<file path="src/rtl/encoder_pkg.sv">
// Shared types and helpers for the 4-to-2 request encoder.
// Latency: n/a (package only).
// Backpressure: n/a (package only).
//
// Contents: request/code widths, the encoded-value struct and a pure
// active-low priority encode function usable by RTL and models alike.
package encoder_pkg;

    localparam int REQ_W  = 4;
    localparam int CODE_W = 2;

    typedef struct packed {
        logic              any;
        logic [CODE_W-1:0] code;
    } enc_val_t;

    // Active-low priority encode: the highest index with a 0 wins.
    // Scanning upward lets later (higher) hits overwrite earlier ones.
    function automatic enc_val_t prio_enc4(input logic [REQ_W-1:0] req_n);
        enc_val_t r;
        r.any  = 1'b0;
        r.code = '0;
        for (int i = 0; i < REQ_W; i++) begin
            if (!req_n[i]) begin
                r.any  = 1'b1;
                r.code = CODE_W'(i);
            end
        end
        return r;
    endfunction

endpackage

</file>
<file path="src/rtl/encoder_stab_filter.sv">
// Stability filter: tracks a candidate encoded value and how many consecutive
// edges it has been seen. Latency: stable_o asserts combinationally in the
// cycle whose edge completes STABLE_CYCLES samples. Backpressure: none.
//
// Ports:
//   clk, rst_n  clock / async active-low reset
//   raw_i       unfiltered encoded value sampled every edge
//   stable_o    this edge completes (or continues) a run of STABLE_CYCLES
//   cand_o      the value that run refers to
module encoder_stab_filter
    import encoder_pkg::*;
#(
    parameter int STABLE_CYCLES = 3,
    parameter int CNT_W         = 4
) (
    input  logic     clk,
    input  logic     rst_n,
    input  enc_val_t raw_i,
    output logic     stable_o,
    output enc_val_t cand_o
);

    localparam logic [CNT_W-1:0] STABLE_C = CNT_W'(STABLE_CYCLES);

    enc_val_t         cand_q, cand_d;
    logic [CNT_W-1:0] cnt_q,  cnt_d;

    always_comb begin
        cand_d = cand_q;
        cnt_d  = cnt_q;
        if (raw_i != cand_q) begin
            cand_d = raw_i;
            cnt_d  = CNT_W'(1);
        end else if (cnt_q < STABLE_C) begin
            cnt_d = cnt_q + 1'b1;
        end
    end

    // Stability is judged on next-state so the committing edge is the one
    // that takes the Nth sample, not one edge later. Once saturated, cnt_d
    // holds STABLE_C only while raw still matches, so this also covers the
    // "cnt == STABLE_CYCLES and raw == candidate" case; cand_d equals raw
    // whenever stable_o is high.
    assign stable_o = (cnt_d == STABLE_C);
    assign cand_o   = cand_d;

    always_ff @(posedge clk or negedge rst_n) begin
        if (!rst_n) begin
            cand_q <= '0;
            cnt_q  <= '0;
        end else begin
            cand_q <= cand_d;
            cnt_q  <= cnt_d;
        end
    end

endmodule

</file>
<file path="src/rtl/encoder42_filt.sv">
// Registered, glitch-filtered 4-to-2 priority encoder emitting change events.
// Latency: STABLE_CYCLES edges from a raw change to vld.
// Backpressure: while vld is held off by rdy=0, newer stable values are
// coalesced (ovf set sticky) and the latest one is sent right after the handshake.
//
// Ports:
//   clk, rst_n  clock / async active-low reset
//   en          active-low enable (1 = treat as no request)
//   y_n[3:0]    active-low requests, bit 3 highest priority
//   code, any   committed encoded value (registered)
//   vld, rdy    event handshake
//   ovf         sticky: a stable change waited behind a pending event
module encoder42_filt
    import encoder_pkg::*;
#(
    parameter int STABLE_CYCLES = 3,
    parameter int CNT_W         = 4
) (
    input  logic              clk,
    input  logic              rst_n,
    input  logic              en,
    input  logic [REQ_W-1:0]  y_n,
    output logic [CODE_W-1:0] code,
    output logic              any,
    output logic              vld,
    input  logic              rdy,
    output logic              ovf
);

    localparam logic [0:0] ST_IDLE = 1'b0;
    localparam logic [0:0] ST_PEND = 1'b1;

    enc_val_t raw_val;
    enc_val_t cand_val;
    logic     stable;
    logic     new_val;

    // The committed value is exactly what code/any present, so one register
    // serves both roles.
    enc_val_t   com_q,   com_d;
    logic [0:0] state_q, state_d;
    logic       ovf_q,   ovf_d;

    assign raw_val = prio_enc4(en ? {REQ_W{1'b1}} : y_n);

    encoder_stab_filter #(
        .STABLE_CYCLES (STABLE_CYCLES),
        .CNT_W         (CNT_W)
    ) u_filt (
        .clk      (clk),
        .rst_n    (rst_n),
        .raw_i    (raw_val),
        .stable_o (stable),
        .cand_o   (cand_val)
    );

    assign new_val = stable && (cand_val != com_q);

    always_comb begin
        state_d = state_q;
        com_d   = com_q;
        ovf_d   = ovf_q;
        case (state_q)
            ST_IDLE: begin
                if (new_val) begin
                    com_d   = cand_val;
                    state_d = ST_PEND;
                end
            end
            ST_PEND: begin
                if (rdy) begin
                    // Back-to-back: reload in the accepting cycle, no bubble.
                    if (new_val) begin
                        com_d = cand_val;
                    end else begin
                        state_d = ST_IDLE;
                    end
                end else if (new_val) begin
                    // Held off; the filter keeps it stable so it is picked
                    // up once the pending event drains.
                    ovf_d = 1'b1;
                end
            end
            default: state_d = ST_IDLE;
        endcase
    end

    always_ff @(posedge clk or negedge rst_n) begin
        if (!rst_n) begin
            state_q <= ST_IDLE;
            com_q   <= '0;
            ovf_q   <= 1'b0;
        end else begin
            state_q <= state_d;
            com_q   <= com_d;
            ovf_q   <= ovf_d;
        end
    end

    assign code = com_q.code;
    assign any  = com_q.any;
    assign vld  = (state_q == ST_PEND);
    assign ovf  = ovf_q;

endmodule

</file>
<file path="config.mk">
export PLATFORM = sky130hd
export DESIGN_NAME = encoder42_filt
export DESIGN_NICKNAME = d
export VERILOG_FILES = /design/src/rtl/encoder_pkg.sv /design/src/rtl/encoder_stab_filter.sv /design/src/rtl/encoder42_filt.sv
export SDC_FILE = /design/constraint.sdc
export NUM_CORES = 1
export LEC_CHECK = 0
export BUFFER_PORTS_ARGS = -buffer_cell sky130_fd_sc_hd__buf_2
export CAP_MARGIN = 20
export CORE_AREA = 2 2 39 41
export CTS_BUF_LIST = sky130_fd_sc_hd__clkbuf_8
export DETAILED_ROUTE_END_ITERATION = 10
export DIE_AREA = 0 0 41 43
export GPL_ROUTABILITY_DRIVEN = 0
export PLACE_DENSITY_LB_ADDON = 0.15
export SLEW_MARGIN = 20
export SYNTH_ARGS = -nofsm -noshare
export SYNTH_HDL_FRONTEND = slang
export SYNTH_SLANG_ARGS = --single-unit
</file>
<file path="constraint.sdc">
create_clock -name clk -period 2.3 [get_ports clk]
set_input_delay 0.115 -clock clk [delete_from_list [all_inputs] [get_ports clk]]
set_output_delay 0.115 -clock clk [all_outputs]
set_load 0.02 [all_outputs]
</file>
==> impl_metrics.env, run 1 <==
export IMPL_port_buffers=12
export IMPL_root_buffer="clkbuf_8"
export IMPL_path_clk_slew_ps=50
export IMPL_worst_r2r_setup_slack_ps=260
export IMPL_post_cts_setup_buffer_count=0
export IMPL_crit_arrival_ps=2160
export IMPL_yosys_warnings=0
export IMPL_max_cap_violations=0
export IMPL_syn_inst=60
export IMPL_cts_tree="done"
export IMPL_rows=14
export IMPL_cp_slowest_cell="or4bb_1"
export IMPL_start_util_pct=48.2
export IMPL_grt_pass1_vias=475
export IMPL_drt_iter0_drc=6
export IMPL_h_tree_depth=1
export IMPL_period_minus_slack_ps=2040
export IMPL_cp_data_required_time_ps=2420
export IMPL_avgRoutedWirePerCell_um=12.6
export IMPL_finalCritPeriodShare_pct=88.8
export IMPL_yosysUniqueCellTypes=30
export IMPL_die_height_um=43
export IMPL_antenna_found_initial=0
export IMPL_cp_buffers_inverters=0
export IMPL_synth_top_area_share_pct=45.0
export IMPL_drt_pass1_iter_count=4
export IMPL_area_growth_pct=20.1
export IMPL_synth_seq_cells=12
export IMPL_grt_max_degree=13
export IMPL_netSwitchingFraction_pct=28.6
export IMPL_final_cell_mix="dfrtp_1, buf_2"
export IMPL_clk_insertion_delay_late_ps=240
export IMPL_yosys_area_top_type="dfrtp_1"
export IMPL_p_comb_share_pct=21.9
export IMPL_hpwl_um=896
export IMPL_drt_total_wl_mm=1.16
export IMPL_final_nets=86
export IMPL_worstSetupStartpointType="flop"
export IMPL_synthTopCellsByArea="dfrtp_1, mux2_1, nor3b_1"
export IMPL_grt_usage_pct=16.1
export IMPL_final_core_util_pct=57.9
export IMPL_p_int_mw=0.445
export IMPL_min_path_type="primary input to flop"
export IMPL_antenna_diode_count=0
export IMPL_critical_path_top_delay_family="simple AND/OR/NAND/NOR gates"
export IMPL_power_mw=0.623
export IMPL_finalHoldViolCount=0
export IMPL_seqCellArea_sq_um=300
export IMPL_p_leak_nw=0.364
export IMPL_cts_made_buffers=3
export IMPL_ys_seq_area_share_pct=45.0
export IMPL_syn_nets=69
export IMPL_nFillCells=127
export IMPL_endpoint_kind="flop"
export IMPL_postRouteAntennaNets=0
export IMPL_status="finished clean"
export IMPL_setup_viol=0
export IMPL_vias=522
export IMPL_multi_input_area_sq_um=348
export IMPL_slew_headroom_pct=74.7
export IMPL_rsz0062_at_grt="no"
export IMPL_seqPwrFrac_pct=41.8
export IMPL_clockBufferDepth=2
export IMPL_slew_viol_final=0
export IMPL_dieArea_sq_um=1760
export IMPL_grt_pass1_wl_mm=1.90
export IMPL_p_switching_mw=0.178
export IMPL_cp_cell_sequence="or4bb_1 > o211ai_2 > a21oi_2 > nor4_4 > nand3_2 > mux2_1"
export IMPL_cpPeakStageDelay_ps=500
export IMPL_setup_tns_final_ps=0
export IMPL_remaining_drc_errors=0
export IMPL_io_pins=13
export IMPL_cts_sinks=12
export IMPL_tightestPinTransition_ps=377
export IMPL_die_w_um=41
export IMPL_avgViaCountPerCell=5.67
export IMPL_ir_worst_vdd_v=0.000492
export IMPL_skew_ps=1.42
export IMPL_fmax_mhz=489
export IMPL_p_clk_share_pct=36.3
export IMPL_layout_drive_gt1_share_pct=30.3
export IMPL_gr_total_overflow=0
export IMPL_syn_area_per_cell_sq_um=11.1
export IMPL_netlist_area_sq_um=667
export IMPL_cellPowerDensity_nw_per_um2=778
export IMPL_core_area_sq_um=1380
export IMPL_worstSetupPathType="flop to flop"
export IMPL_cp_max_fo=5
[cell usage after synthesis]
master     count
mux2i_1        1
buf_6          1
nor3_1         2
or2b_2         1
o211ai_2       1
nor2b_1        1
o2111ai_1      1
mux2_1         3
ha_1           1
inv_1          2
or4b_1         1
or4_1          1
a21oi_1        2
or2_2          1
nand2_1        4
a31oi_1        4
or4bb_1        2
and2_1         3
dfrtp_1       12
nand3_2        1
o21bai_1       1
nand2b_1       2
a31o_2         1
nor4_4         1
nor2_1         2
a41oi_1        1
xnor2_1        1
nor3b_1        4
a21oi_2        1
o22ai_1        1
[per-stage QoR]
| step | instances | hold WS [ps] | setup WS, ps | cell area, sq um |
|---|---|---|---|---|
| CTS | 92 | 167 | 235 | 801 |
| global route | 92 | 194 | 127 | 801 |
| global placement | 87 | 3.86 | 299 | 736 |
| detailed placement | 87 | 1.53 | 261 | 736 |
| floorplan | 60 | -181 | 377 | 667 |
| finish | 92 | 173 | 257 | 801 |
[power by group through the flow]
stage	sequential, mW	combinational (mW)	clock [mW]
6_report	0.261	0.136	0.226
5_1_grt	0.265	0.150	0.240
4_1_cts	0.261	0.138	0.232
3_5_place_dp	0.264	0.136	0
3_3_place_gp	0.264	0.136	0
2_1_floorplan	0.280	0.0749	0
[kinds of logic (layout without fill, tap and decap cells)]
| family | after synthesis | in the layout | synth area share, % |
|---|---|---|---|
| and+or+nand+nor | 26 | 26 | 28.0 |
| AOI/OAI and AO/OA | 13 | 13 | 14.4 |
| DFF | 12 | 12 | 45.0 |
| muxes | 4 | 4 | 6.57 |
| buffers and inverters | 3 | 19 | 2.81 |
| adders and majority gates | 1 | 1 | 1.88 |
| xor gates and xnor gates | 1 | 1 | 1.31 |
[final timing paths]
check,endpoint,start,cells past startpoint
setup / recovery,any$_DFFE_PN0P_,u_filt.cand_q[1]$_DFF_PN0_,6
hold / removal,vld$_DFF_PN0_,rdy,3
setup reg to reg,any$_DFFE_PN0P_,u_filt.cand_q[1]$_DFF_PN0_,6
hold reg to reg,ovf$_DFFE_PN0P_,ovf$_DFFE_PN0P_,1
max in group asynchronous,ovf$_DFFE_PN0P_,rst_n,2
min in group asynchronous,u_filt.cnt_q[1]$_DFF_PN0_,rst_n,2
[timing repair]
| item | CTS | global route |
|---|---|---|
| hold endpoints to repair | 12 | 0 |
| hold buffers | 1 | 0 |
| gates resized for setup | 0 | 0 |
[worst register-to-register path: stages (launching register included)]
cell,delay [ps]
dfrtp_1,410
or4bb_1,500
o211ai_2,160
a21oi_2,110
nor4_4,260
nand3_2,150
mux2_1,340
[registers in the layout, indices dropped and copies added (netlist names)]
name           flops
code               2
u_filt.cnt_q       4
vld                1
ovf                1
u_filt.cand_q      3
any                1
[area by class of cell]
cell class	instances	share of cell area, %
multi-input cells	45	43.4
flip-flops and latches	12	37.5
repair buffers	13	8.75
clock buffers	4	6.87
well taps	16	2.50
inverters	2	0.938
[per-layer routing]
layer / track usage (%) / vias to the layer above / wire length (um)
li1: - / 258 / -
met2: 25.0 / 10 / 566
met4: 8.00 / 0 / 8
met1: 20.3 / 252 / 529
met5: 0 / - / 0
met3: 3.14 / 2 / 51
Note: power is estimated with default switching activity, not from simulation.
==> run 2: changes to the inputs <==
--- a/config.mk
+++ b/config.mk
@@ -13,6 +13,7 @@
 export DIE_AREA = 0 0 41 43
 export GPL_ROUTABILITY_DRIVEN = 0
 export PLACE_DENSITY_LB_ADDON = 0.15
+export RECOVER_POWER = 25
 export SLEW_MARGIN = 20
 export SYNTH_ARGS = -nofsm -noshare
 export SYNTH_HDL_FRONTEND = slang
==> impl_metrics.env, run 2 (synthesis gave the netlist of run 1 again) <==
export IMPL_status="finished clean"
export IMPL_remaining_drc_errors=0
export IMPL_multi_input_area_sq_um=348
export IMPL_cp_max_fo=5
export IMPL_place_ws_ps=261
export IMPL_setup_ws_ps=257
export IMPL_mostFrequentLayoutCell="dfrtp_1"
export IMPL_path_clk_slew_ps=50
export IMPL_cp_slowest_cell="or4bb_1"
export IMPL_vias=519
export IMPL_largest_register="u_filt.cnt_q"
export IMPL_layout_drive_gt1_share_pct=27.6
export IMPL_p_comb_share_pct=21.8
export IMPL_p_leak_nw=0.359
export IMPL_clk_insertion_delay_late_ps=240
export IMPL_rows=14
export IMPL_avgRoutedWirePerCell_um=12.6
export IMPL_rsz0062_at_grt="no"
export IMPL_finalHoldViolCount=0
export IMPL_p_int_mw=0.444
export IMPL_start_util_pct=48.2
export IMPL_antenna_found_initial=0
export IMPL_endpoint_kind="flop"
export IMPL_seqPwrFrac_pct=41.9
export IMPL_final_cell_mix="dfrtp_1, buf_2"
export IMPL_reg2reg_depth=6
export IMPL_fin_cells=92
export IMPL_postRouteAntennaNets=0
export IMPL_dieArea_sq_um=1760
export IMPL_final_nets=86
export IMPL_final_core_util_pct=57.7
export IMPL_tightestPinTransition_ps=613
export IMPL_worstSetupPathType="flop to flop"
export IMPL_cts_made_buffers=3
export IMPL_crit_arrival_ps=2160
export IMPL_grt_pass1_wl_mm=1.90
export IMPL_hpwl_um=896
export IMPL_die_w_um=41
export IMPL_netSwitchingFraction_pct=28.6
export IMPL_seqCellArea_sq_um=300
export IMPL_holdPathStages=3
export IMPL_period_minus_slack_ps=2040
export IMPL_slew_viol_final=0
export IMPL_fmax_mhz=489
export IMPL_core_area_sq_um=1380
export IMPL_finalCritPeriodShare_pct=88.8
export IMPL_dpl_instance_area_sq_um=736
export IMPL_root_buffer="clkbuf_8"
export IMPL_die_height_um=43
export IMPL_cp_cell_sequence="or4bb_1 > o211ai_2 > a21oi_2 > nor4_4 > nand3_2 > mux2_1"
export IMPL_cpPeakStageDelay_ps=500
export IMPL_port_buffers=12
export IMPL_area_growth_pct=19.7
export IMPL_avgViaCountPerCell=5.64
export IMPL_clockBufferDepth=2
export IMPL_cp_data_required_time_ps=2420
export IMPL_cellPowerDensity_nw_per_um2=780
export IMPL_antenna_diode_count=0
export IMPL_skew_ps=1.42
export IMPL_grt_usage_pct=16.1
export IMPL_grt_pass1_vias=475
export IMPL_slew_headroom_pct=59.1
export IMPL_p_switching_mw=0.178
export IMPL_h_tree_depth=1
export IMPL_gr_total_overflow=0
export IMPL_max_cap_violations=0
export IMPL_stdcell_area_sq_um=798
export IMPL_drt_total_wl_mm=1.16
export IMPL_grt_max_degree=13
export IMPL_power_mw=0.623
export IMPL_setup_viol=0
export IMPL_crit_cells=6
export IMPL_nFillCells=129
export IMPL_cts_sinks=12
export IMPL_cts_tree="done"
export IMPL_drt_iter0_drc=7
export IMPL_holdWs_ps=173
export IMPL_dpl_cell_count=87
export IMPL_cp_buffers_inverters=0
export IMPL_setup_tns_final_ps=0
export IMPL_io_pins=13
export IMPL_critical_path_top_delay_family="simple AND/OR/NAND/NOR gates"
export IMPL_min_path_type="primary input to flop"
export IMPL_worstSetupStartpointType="flop"
export IMPL_ir_worst_vdd_v=0.000492
export IMPL_p_clk_share_pct=36.3
export IMPL_largest_reg_flops=4
export IMPL_drt_pass1_iter_count=4
run 2: power groups by stage:
stage	clock network (mW)	registers (mW)	logic, mW
after floorplan	0	0.280	0.0749
after global placement	0	0.264	0.136
after detailed placement	0	0.264	0.136
after CTS	0.232	0.261	0.138
after global routing	0.240	0.265	0.149
final	0.226	0.261	0.136
run 2: final timing paths:
path / start / endpoint / slack (ps)
setup / recovery: u_filt.cand_q[1]$_DFF_PN0_ / any$_DFFE_PN0P_ / 260
max in group asynchronous: rst_n / ovf$_DFFE_PN0P_ / 1510
setup reg to reg: u_filt.cand_q[1]$_DFF_PN0_ / any$_DFFE_PN0P_ / 260
hold reg to reg: ovf$_DFFE_PN0P_ / ovf$_DFFE_PN0P_ / 470
min in group asynchronous: rst_n / u_filt.cnt_q[1]$_DFF_PN0_ / 400
hold / removal: rdy / vld$_DFF_PN0_ / 170
run 2: timing repair:
item	CTS	global route
setup buffers	0	0
endpoints found under the hold margin	12	0
hold buffers	1	0
endpoints found under the setup margin	0	0
resized for setup	0	0
run 2: routing by layer:
| metal | track usage (%) | share of wire [%] |
|---|---|---|
| met5 | 0 | 0 |
| met4 | 8.00 | 0.69 |
| met2 | 25.0 | 48 |
| met3 | 3.14 | 4.6 |
| met1 | 20.3 | 46 |
run 2: area by class of cell:
type | instances | share of cell area, %
Clock buffer | 4 | 6.90
Timing Repair Buffer | 13 | 8.46
Inverter | 2 | 0.940
Sequential cell | 12 | 37.6
Tap cell | 16 | 2.51
Multi-Input combinational cell | 45 | 43.6
run 2: worst min-delay path, cell delays in order:
cell     delay (ps)
buf_2            70
or2b_2          120
nand2_1          60
